## config.mk

```make
export PLATFORM = sky130hd
export DESIGN_NAME = stereo_disparity
export DESIGN_NICKNAME = d
export VERILOG_FILES = /design/src/rtl/stereo_disparity.sv
export SDC_FILE = /design/constraint.sdc
export NUM_CORES = 1
export LEC_CHECK = 0
export CORE_MARGIN = 1.5
export CORE_UTILIZATION = 59
export CTS_CLUSTER_DIAMETER = 50
export DETAILED_ROUTE_END_ITERATION = 10
export PLACE_DENSITY = 0.92
export SYNTH_ARGS = -nofsm -noshare
export SYNTH_HDL_FRONTEND = slang
export SYNTH_SLANG_ARGS = --single-unit
```

## constraint.sdc

```tcl
create_clock -name sysclk -period 4.71 [get_ports sysclk]
set_clock_uncertainty 0.15 [all_clocks]
set_input_delay 1.1775 -clock sysclk [delete_from_list [all_inputs] [get_ports sysclk]]
set_output_delay 1.1775 -clock sysclk [all_outputs]
set_load 0.01 [all_outputs]
```

## src/rtl/stereo_disparity.sv

```systemverilog
`default_nettype none
//============================================================================
// Module   : stereo_disparity
// Purpose  : Finds the disparity between two calc strips with a SAD block
//            match. A fixed left window at REF_X is compared against right
//            windows shifted by d = 0..MAX_DISP-1. The d with the smallest
//            SAD is reported. On a tie the smaller d is kept.
// Ports    : sysclk            - clock for the logic and both RAM read ports
//            reset             - synchronous, active-high
//            start             - one-cycle pulse: both strips are complete
//            datal / datar     - left / right calc RAM read data
//            rdaddrl / rdaddrr - left / right read addresses
//            rdenl / rdenr     - read enables
//            busy              - scan in progress
//            done              - one-cycle pulse when the results update
//            disparity / sad   - best d and its SAD
//            valid             - best SAD is <= SAD_THRESH
// Revision : 1.0 - initial release
//============================================================================
module stereo_disparity #(
  parameter int ADDR_W     = 11,
  parameter int REF_X      = 128,
  parameter int WIN        = 16,
  parameter int MAX_DISP   = 64,
  parameter int DISP_W     = 6,
  parameter int RD_LAT     = 2,
  parameter int SAD_THRESH = 32
) (
  input  logic              sysclk,
  input  logic              reset,
  input  logic              start,
  input  logic [2:0]        datal,
  input  logic [2:0]        datar,
  output logic [ADDR_W-1:0] rdaddrl,
  output logic [ADDR_W-1:0] rdaddrr,
  output logic              rdenl,
  output logic              rdenr,
  output logic              busy,
  output logic              done,
  output logic [DISP_W-1:0] disparity,
  output logic [9:0]        sad,
  output logic              valid
);

  // One counter serves both the READ phase (WIN cycles) and the DRAIN phase
  // (RD_LAT cycles).
  localparam int c_CNT_W = $clog2(WIN + RD_LAT + 1);

  localparam logic [1:0] c_ST_IDLE  = 2'd0;
  localparam logic [1:0] c_ST_READ  = 2'd1;
  localparam logic [1:0] c_ST_DRAIN = 2'd2;
  localparam logic [1:0] c_ST_CMP   = 2'd3;

  logic [1:0]         r_state;
  logic [1:0]         w_state_nxt;
  logic [c_CNT_W-1:0] r_cnt;
  logic [DISP_W-1:0]  r_d;
  logic [9:0]         r_acc;
  logic [9:0]         r_best_sad;
  logic [DISP_W-1:0]  r_best_d;
  logic [RD_LAT-1:0]  r_vld_pipe;

  logic               w_rden;
  logic               w_read_last;
  logic               w_drain_last;
  logic               w_last_d;
  logic               w_better;
  logic [9:0]         w_new_sad;
  logic [DISP_W-1:0]  w_new_d;
  logic [2:0]         w_diff;
  logic [ADDR_W-1:0]  w_addrl;
  logic [ADDR_W-1:0]  w_addrr;

  assign w_read_last  = (r_cnt == c_CNT_W'(WIN - 1));
  assign w_drain_last = (r_cnt == c_CNT_W'(RD_LAT - 1));
  assign w_last_d     = (r_d == DISP_W'(MAX_DISP - 1));

  // Strict compare: an equal SAD at a larger d never displaces the best.
  assign w_better  = (r_acc < r_best_sad);
  assign w_new_sad = w_better ? r_acc : r_best_sad;
  assign w_new_d   = w_better ? r_d   : r_best_d;

  assign w_diff = (datal > datar) ? (datal - datar) : (datar - datal);

  // REF_X >= MAX_DISP-1 keeps the right address from wrapping below zero.
  assign w_addrl = ADDR_W'(REF_X) + ADDR_W'(r_cnt);
  assign w_addrr = w_addrl - ADDR_W'(r_d);

  //--------------------------------------------------------------------------
  // FSM: state register
  //--------------------------------------------------------------------------
  always_ff @(posedge sysclk) begin
    if (reset) begin
      r_state <= c_ST_IDLE;
    end else begin
      r_state <= w_state_nxt;
    end
  end

  //--------------------------------------------------------------------------
  // FSM: next state. A start outside IDLE is simply not looked at.
  //--------------------------------------------------------------------------
  always_comb begin
    w_state_nxt = r_state;
    case (r_state)
      c_ST_IDLE:  if (start)        w_state_nxt = c_ST_READ;
      c_ST_READ:  if (w_read_last)  w_state_nxt = c_ST_DRAIN;
      c_ST_DRAIN: if (w_drain_last) w_state_nxt = c_ST_CMP;
      c_ST_CMP:   w_state_nxt = w_last_d ? c_ST_IDLE : c_ST_READ;
      default:    w_state_nxt = c_ST_IDLE;
    endcase
  end

  //--------------------------------------------------------------------------
  // FSM: outputs
  //--------------------------------------------------------------------------
  always_comb begin
    w_rden  = (r_state == c_ST_READ);
    busy    = (r_state != c_ST_IDLE);
    rdenl   = w_rden;
    rdenr   = w_rden;
    rdaddrl = w_rden ? w_addrl : '0;
    rdaddrr = w_rden ? w_addrr : '0;
  end

  //--------------------------------------------------------------------------
  // Valid pipe: the top bit marks the cycle whose RAM data belongs to a read
  // issued RD_LAT cycles earlier.
  //--------------------------------------------------------------------------
  generate
    if (RD_LAT == 1) begin : g_vld_lat1
      always_ff @(posedge sysclk) begin
        if (reset) r_vld_pipe <= '0;
        else       r_vld_pipe <= w_rden;
      end
    end else begin : g_vld_latn
      always_ff @(posedge sysclk) begin
        if (reset) r_vld_pipe <= '0;
        else       r_vld_pipe <= {r_vld_pipe[RD_LAT-2:0], w_rden};
      end
    end
  endgenerate

  //--------------------------------------------------------------------------
  // Scan datapath: counters, accumulator, running best
  //--------------------------------------------------------------------------
  always_ff @(posedge sysclk) begin
    if (reset) begin
      r_cnt      <= '0;
      r_d        <= '0;
      r_acc      <= '0;
      r_best_sad <= 10'h3FF;
      r_best_d   <= '0;
    end else begin
      // The last read data arrives in the final DRAIN cycle, so the
      // accumulator is complete when CMP sees it.
      if (r_state == c_ST_CMP)
        r_acc <= '0;
      else if (r_vld_pipe[RD_LAT-1])
        r_acc <= r_acc + {7'd0, w_diff};

      case (r_state)
        c_ST_IDLE: begin
          if (start) begin
            r_cnt      <= '0;
            r_d        <= '0;
            r_acc      <= '0;
            r_best_sad <= 10'h3FF;
            r_best_d   <= '0;
          end
        end
        c_ST_READ:  r_cnt <= w_read_last  ? '0 : r_cnt + 1'b1;
        c_ST_DRAIN: r_cnt <= w_drain_last ? '0 : r_cnt + 1'b1;
        c_ST_CMP: begin
          r_cnt      <= '0;
          r_best_sad <= w_new_sad;
          r_best_d   <= w_new_d;
          if (!w_last_d) r_d <= r_d + 1'b1;
        end
        default: r_cnt <= '0;
      endcase
    end
  end

  //--------------------------------------------------------------------------
  // Result registers: loaded only by the CMP cycle that ends the scan.
  //--------------------------------------------------------------------------
  always_ff @(posedge sysclk) begin
    if (reset) begin
      done      <= 1'b0;
      disparity <= '0;
      sad       <= '0;
      valid     <= 1'b0;
    end else begin
      done <= 1'b0;
      if (r_state == c_ST_CMP && w_last_d) begin
        done      <= 1'b1;
        disparity <= w_new_d;
        sad       <= w_new_sad;
        valid     <= (w_new_sad <= 10'(SAD_THRESH));
      end
    end
  end

endmodule
`default_nettype wire

```

## Yosys cells after proc, flatten, opt, wreduce, memory -nomap -nowiden

Index checks and enable logic that the tools add are counted.

- Flip-flop bits (word level): 59
- Memories: 0
- Word-level logic and storage cells: 63
- Memory bits (writable): 0
- Bits in latches: 0
- Input bits: 9
- ROM bits: 0

- Add/subtract/negate cells: 7
- Multiplexer cells: 25
- Shift operators: 0
- Multiply operators: 0
- Order comparisons: 3
- Reduce and logical (&&, ||, !) cells: 7
- Equality and inequality tests: 10
- Divide/modulo/power cells: 0
- Bitwise logic cells: 0

Operator list:

| cell | count |
|---|---|
| 10-bit two-way mux | 6 |
| 6-bit one-hot mux with 2 select lines | 2 |
| 10-bit one-hot mux with 2 select lines | 1 |
| 5-bit one-hot mux with 4 select lines | 1 |
| 6-bit two-way mux | 3 |
| 5-bit two-way mux | 3 |
| 11-bit two-way mux | 1 |
| 10-bit by 3-bit adder with 10-bit output | 1 |
| 10-bit by 6-bit less-or-equal comparator with 1-bit output (second input constant) | 1 |
| 10-bit less-than comparator | 1 |
| 9-bit by 6-bit subtractor with 10-bit output | 1 |
| 8-bit by 5-bit adder with 9-bit output (first input constant) | 1 |
| 9-bit two-way mux | 1 |
| 2-bit one-hot mux with 4 select lines | 1 |
| 6-bit by 1-bit adder with 6-bit output (second input constant) | 1 |
| 6-bit equality test (second input constant) | 1 |
| 2-bit two-way mux | 3 |
| 2-bit inequality test (second input constant) | 3 |
| 3-bit AND reduction | 2 |
| 3-bit subtractor | 2 |
| 5-bit by 1-bit adder with 5-bit output (second input constant) | 1 |
| 5-bit by 1-bit equality test with 1-bit output (second input constant) | 1 |
| 5-bit by 4-bit equality test with 1-bit output (second input constant) | 1 |
| 2-bit equality test (second input constant) | 2 |
| 9 further kinds | 11 |

## Longest topological paths before layout

- Depth in word-level cells: 7
- Gate-level depth with buffers: 13
- Mapped depth without buffers: 13

## Worst setup path before layout

No wires, ideal clock.

- Path kind: input to register
- Start: input datal[1]
- End: register r_acc[6]
- Stages: 12
- Data arrival time: 3.284 ns
- Buffers on the path: 0
- Required time: 4.436 ns
- Path slack: 1.152 ns
- Cells stage by stage: inv_1 > ha_1 > nor2b_1 > o21ai_0 > a32oi_1 > mux2_2 > fa_1 > a21oi_1 > nor2_1 > and3_1 > xnor2_1 > nor2_1

- Longest elaborated chain between the ends: 7

Ends and longest elaborated chain:

| what | RTL line | RTL |
|---|---|---|
| start: declaration | 32 | `input logic [2:0] datal,` |
| 3-bit subtractor or 3-bit greater-than comparator (tied branches) | 83 | `assign w_diff = (datal > datar) ? (datal - datar) : (datar - datal);` |
| 3-bit two-way mux * | 83 |  |
| 10-bit by 3-bit adder with 10-bit output * | 160 | `r_acc <= r_acc + {7'd0, w_diff};` |
| 10-bit two-way mux * | 159 | `else if (r_vld_pipe[RD_LAT-1])` |
| 10-bit two-way mux * | 157 | `if (r_state == c_ST_CMP)` |
| 10-bit two-way mux | 164 | `if (start) begin` |
| 10-bit two-way mux * | 162 | `case (r_state)` |
| end signal: assignment | 160 |  |
| end: declaration | 58 | `logic [9:0] r_acc;` |

Every way passes the cells marked *; elsewhere a longest branch is shown, timed or not.
A chain may end at the register's enable or synchronous reset.

## Worst setup path in the final report

- Start: register r_d[1]
- End: output rdaddrr[5]

- Longest elaborated chain between the ends: 2

Ends and longest elaborated chain:

| what | RTL line | RTL |
|---|---|---|
| start: declaration | 57 | `logic [DISP_W-1:0] r_d;` |
| start signal: assignment | 178 | `if (!w_last_d) r_d <= r_d + 1'b1;` |
| 9-bit by 6-bit subtractor with 10-bit output | 87 | `assign w_addrr = w_addrl - ADDR_W'(r_d);` |
| 11-bit two-way mux | 123 | `rdaddrr = w_rden ? w_addrr : '0;` |
| end: declaration | 35 | `output logic [ADDR_W-1:0] rdaddrr,` |

Every way passes these cells.

==> metrics <==
CTS Hold Buffers Added=0; final hold vios=0; fin crit share=88.07%; Antenna Violating Nets Remaining=0; total power=1672 uW; Clock Sink Count=59; post-route DRC violation count=0; Setup WS pre-CTS=416.9 ps; Tmin final=4148 ps; Pleak=around 0.0018 uW; GRT Overall Usage=about 28%; Max clock buf depth=2; WP data required=3380 ps; VDD IR max=0.0002665 V; total negative setup slack=0 ps; initial antenna violation count=0; post-CTS sizing=0; Die X=82.36 um; initial core utilization=62.03%; global routing's busiest layer=met2; register-to-register setup slack=1650 ps; #FFs+latches synth=59; Setup crit end kind=output pin; Pins Over Slew Limit=0; final worst slack=562.0 ps; share of cells above drive strength 1=about 6.9%; unrepaired setup endpoints after global routing=false; first-pass detailed-route iteration total=5; TritonCTS buffer count=9; Post-DP HPWL=5.864 mm; vias in the first global route=3151; H-tree level count=3; first-pass GRT wire length=14.57 mm; maximum clock rate=241.1 MHz; post-CTS setup buffers=0; routing usage on met1=33.17%; CTS tree=done; ANT cells=0; worst hold path type=reg -> reg; GR Util met3=7.033%; maximum number of pins on one net before global-route repair=32; CP peak stage delay=about 530 ps; GR Overflow Total=0; drt total wl=8.949 mm; Die H=82.36 um; clock-pin slew on the worst setup and hold paths=roughly 70 ps; Ports=between 50 and 60; Post-Route Utilization=71.99%; Max Cap Violations=0; post-DR wirelength/cell=16.24 um; via/cell ratio=6.314; fraction of the yosys area taken by sequential cells=roughly a third; met2 usage=46.26%; # setup viols final=0; Worst path slowest cell=clkdlybuf4s50_1; # rows=28; via count=approximately 3500; crit path cell chain=inv_1 > ha_1 > nor2b_1 > o21ai_0 > a21boi_0 > or3_1 > nand3_1 > clkdlybuf4s50_1; Worst EP arrival=~2800 ps; total die area=~6800 um2; cell area after synthesis=3716 um2; iteration-0 DRC count of the detailed router=345; Avg Inst Size Synth=8.332 um2; Area Overhead vs Synth=16.06%; top post-synthesis cells by area=dfxtp_1 (32%), ha_1 (10%), nor2_1 (4.5%); status=complete, no violations; routability cong.=0.9284; port buffer count=43; slew margin rel.=15.25%; Slew @ Worst Pin=1271 ps; Syn. warnings=0; share of the synthesized area in the top cell type=31.78%; Synth cell types=61; Skew-Pair Late Insertion Delay=350 ps; crit path max fanout=6; Critical Path Source Type=flop; Core Area=about 6000 um2; Post-synth EDFFs=0; top cells by instance count after synthesis=dfxtp_1 (59), nor2_1 (45), inv_1 (36), ha_1 (31), nand2_1 (28); crit path kind=reg -> out; most numerous cell in the Yosys netlist=dfxtp_1; FFs w/ async S/R, synth=0%; NumNets Final=515; Main synth FF type=dfxtp_1; largest area contributor in the netlist=dfxtp_1; Power Density=a little under 400 nW/um2; cells after synthesis=446; Root Buffer=clkbuf_8
logic make-up (layout without fill, tap and decap cells):
kind of cell | Yosys count | count (layout) | synth area share (%)
buffers and inverters | 73 | 96 | 9.461
adder cells (fa/ha/maj) | 35 | 35 | 12.59
flip-flops | 59 | 59 | 31.78
other | 1 | 8 | 0.1009
AND/OR/NAND/NOR | 162 | 162 | 22.39
XOR/XNOR | 13 | 13 | 3.064
multiplexers | 6 | 6 | 1.717
AO/OA/AOI/OAI | 97 | 97 | 18.89
critical path, delay by kind of cell, from the launching register on:
family          cells  cell delay [ps]
buf+inv             2              650
compound gates      2              490
flops               1              450
fa+ha+maj           1              270
simple gates        3              620
stage by stage:
step / cell area, um2 / std cells / hold slack (ps)
after global routing: 4313 / 551 / 324.9
after CTS: 4313 / 551 / 313.3
final: 4313 / 551 / 310.6
after floorplan: 3742 / 453 / 263.8
after detailed placement: 4064 / 535 / 276.9
after global placement: 4064 / 535 / 286.1
layout by cell type, fill, tap and decap left out, types with 12 or more instances in the layout:
| master | n |
|---|---|
| nand2_1 | 28 |
| o21ai_0 | 19 |
| nor2_1 | 45 |
| nand4_1 | 12 |
| inv_1 | 36 |
| clkdlybuf4s50_1 | 43 |
| nand3_1 | 24 |
| dfxtp_1 | 59 |
| a21oi_1 | 13 |
| ha_1 | 31 |
final timing paths:
kind / from / to / depth (start not counted)
max: r_d[1]$_SDFFE_PP0P_ / rdaddrr[5] / 8
max reg2reg: r_best_sad[9]$_SDFFE_PP1P_ / sad[9]$_SDFFE_PP0P_ / 7
min reg2reg: r_vld_pipe[0]$_SDFF_PP0_ / r_vld_pipe[1]$_SDFF_PP0_ / 1
min: r_vld_pipe[0]$_SDFF_PP0_ / r_vld_pipe[1]$_SDFF_PP0_ / 1
flip-flops by register name (all words and copies together), names as in the netlist, 2 cells and up:
| register | cells |
|---|---|
| r_vld_pipe | 2 |
| r_best_d | 6 |
| disparity | 6 |
| r_d | 6 |
| sad | 10 |
| r_cnt | 5 |
| r_state | 2 |
| r_acc | 10 |
| r_best_sad | 10 |
cell type report:
class,count,area [um2]
multi-input combinational,321,2216
fill,404,1678
timing repair buffer,44,437.9
clock buffer,10,137.6
inverter,36,135.1
tap,75,93.84
sequential,59,1181
clock inverter,6,111.4
metal layers:
layer | vias up | part of all wire, % | wire (um)
li1 | 1623 | - | -
met3 | 56 | 7.3 | 649
met5 | - | 0 | 0
met2 | 191 | 48 | 4286
met1 | 1609 | 40 | 3596
met4 | 0 | 4.7 | 417
where the power goes:
part | leakage, uW | total (uW) | internal [uW] | switching, uW
logic | 0.00116 | 486 | 192 | 294
registers | 0.000478 | 602 | 548 | 53.1
clock network | 0.000123 | 584 | 367 | 217
Note: power is estimated with default switching activity, not from simulation.
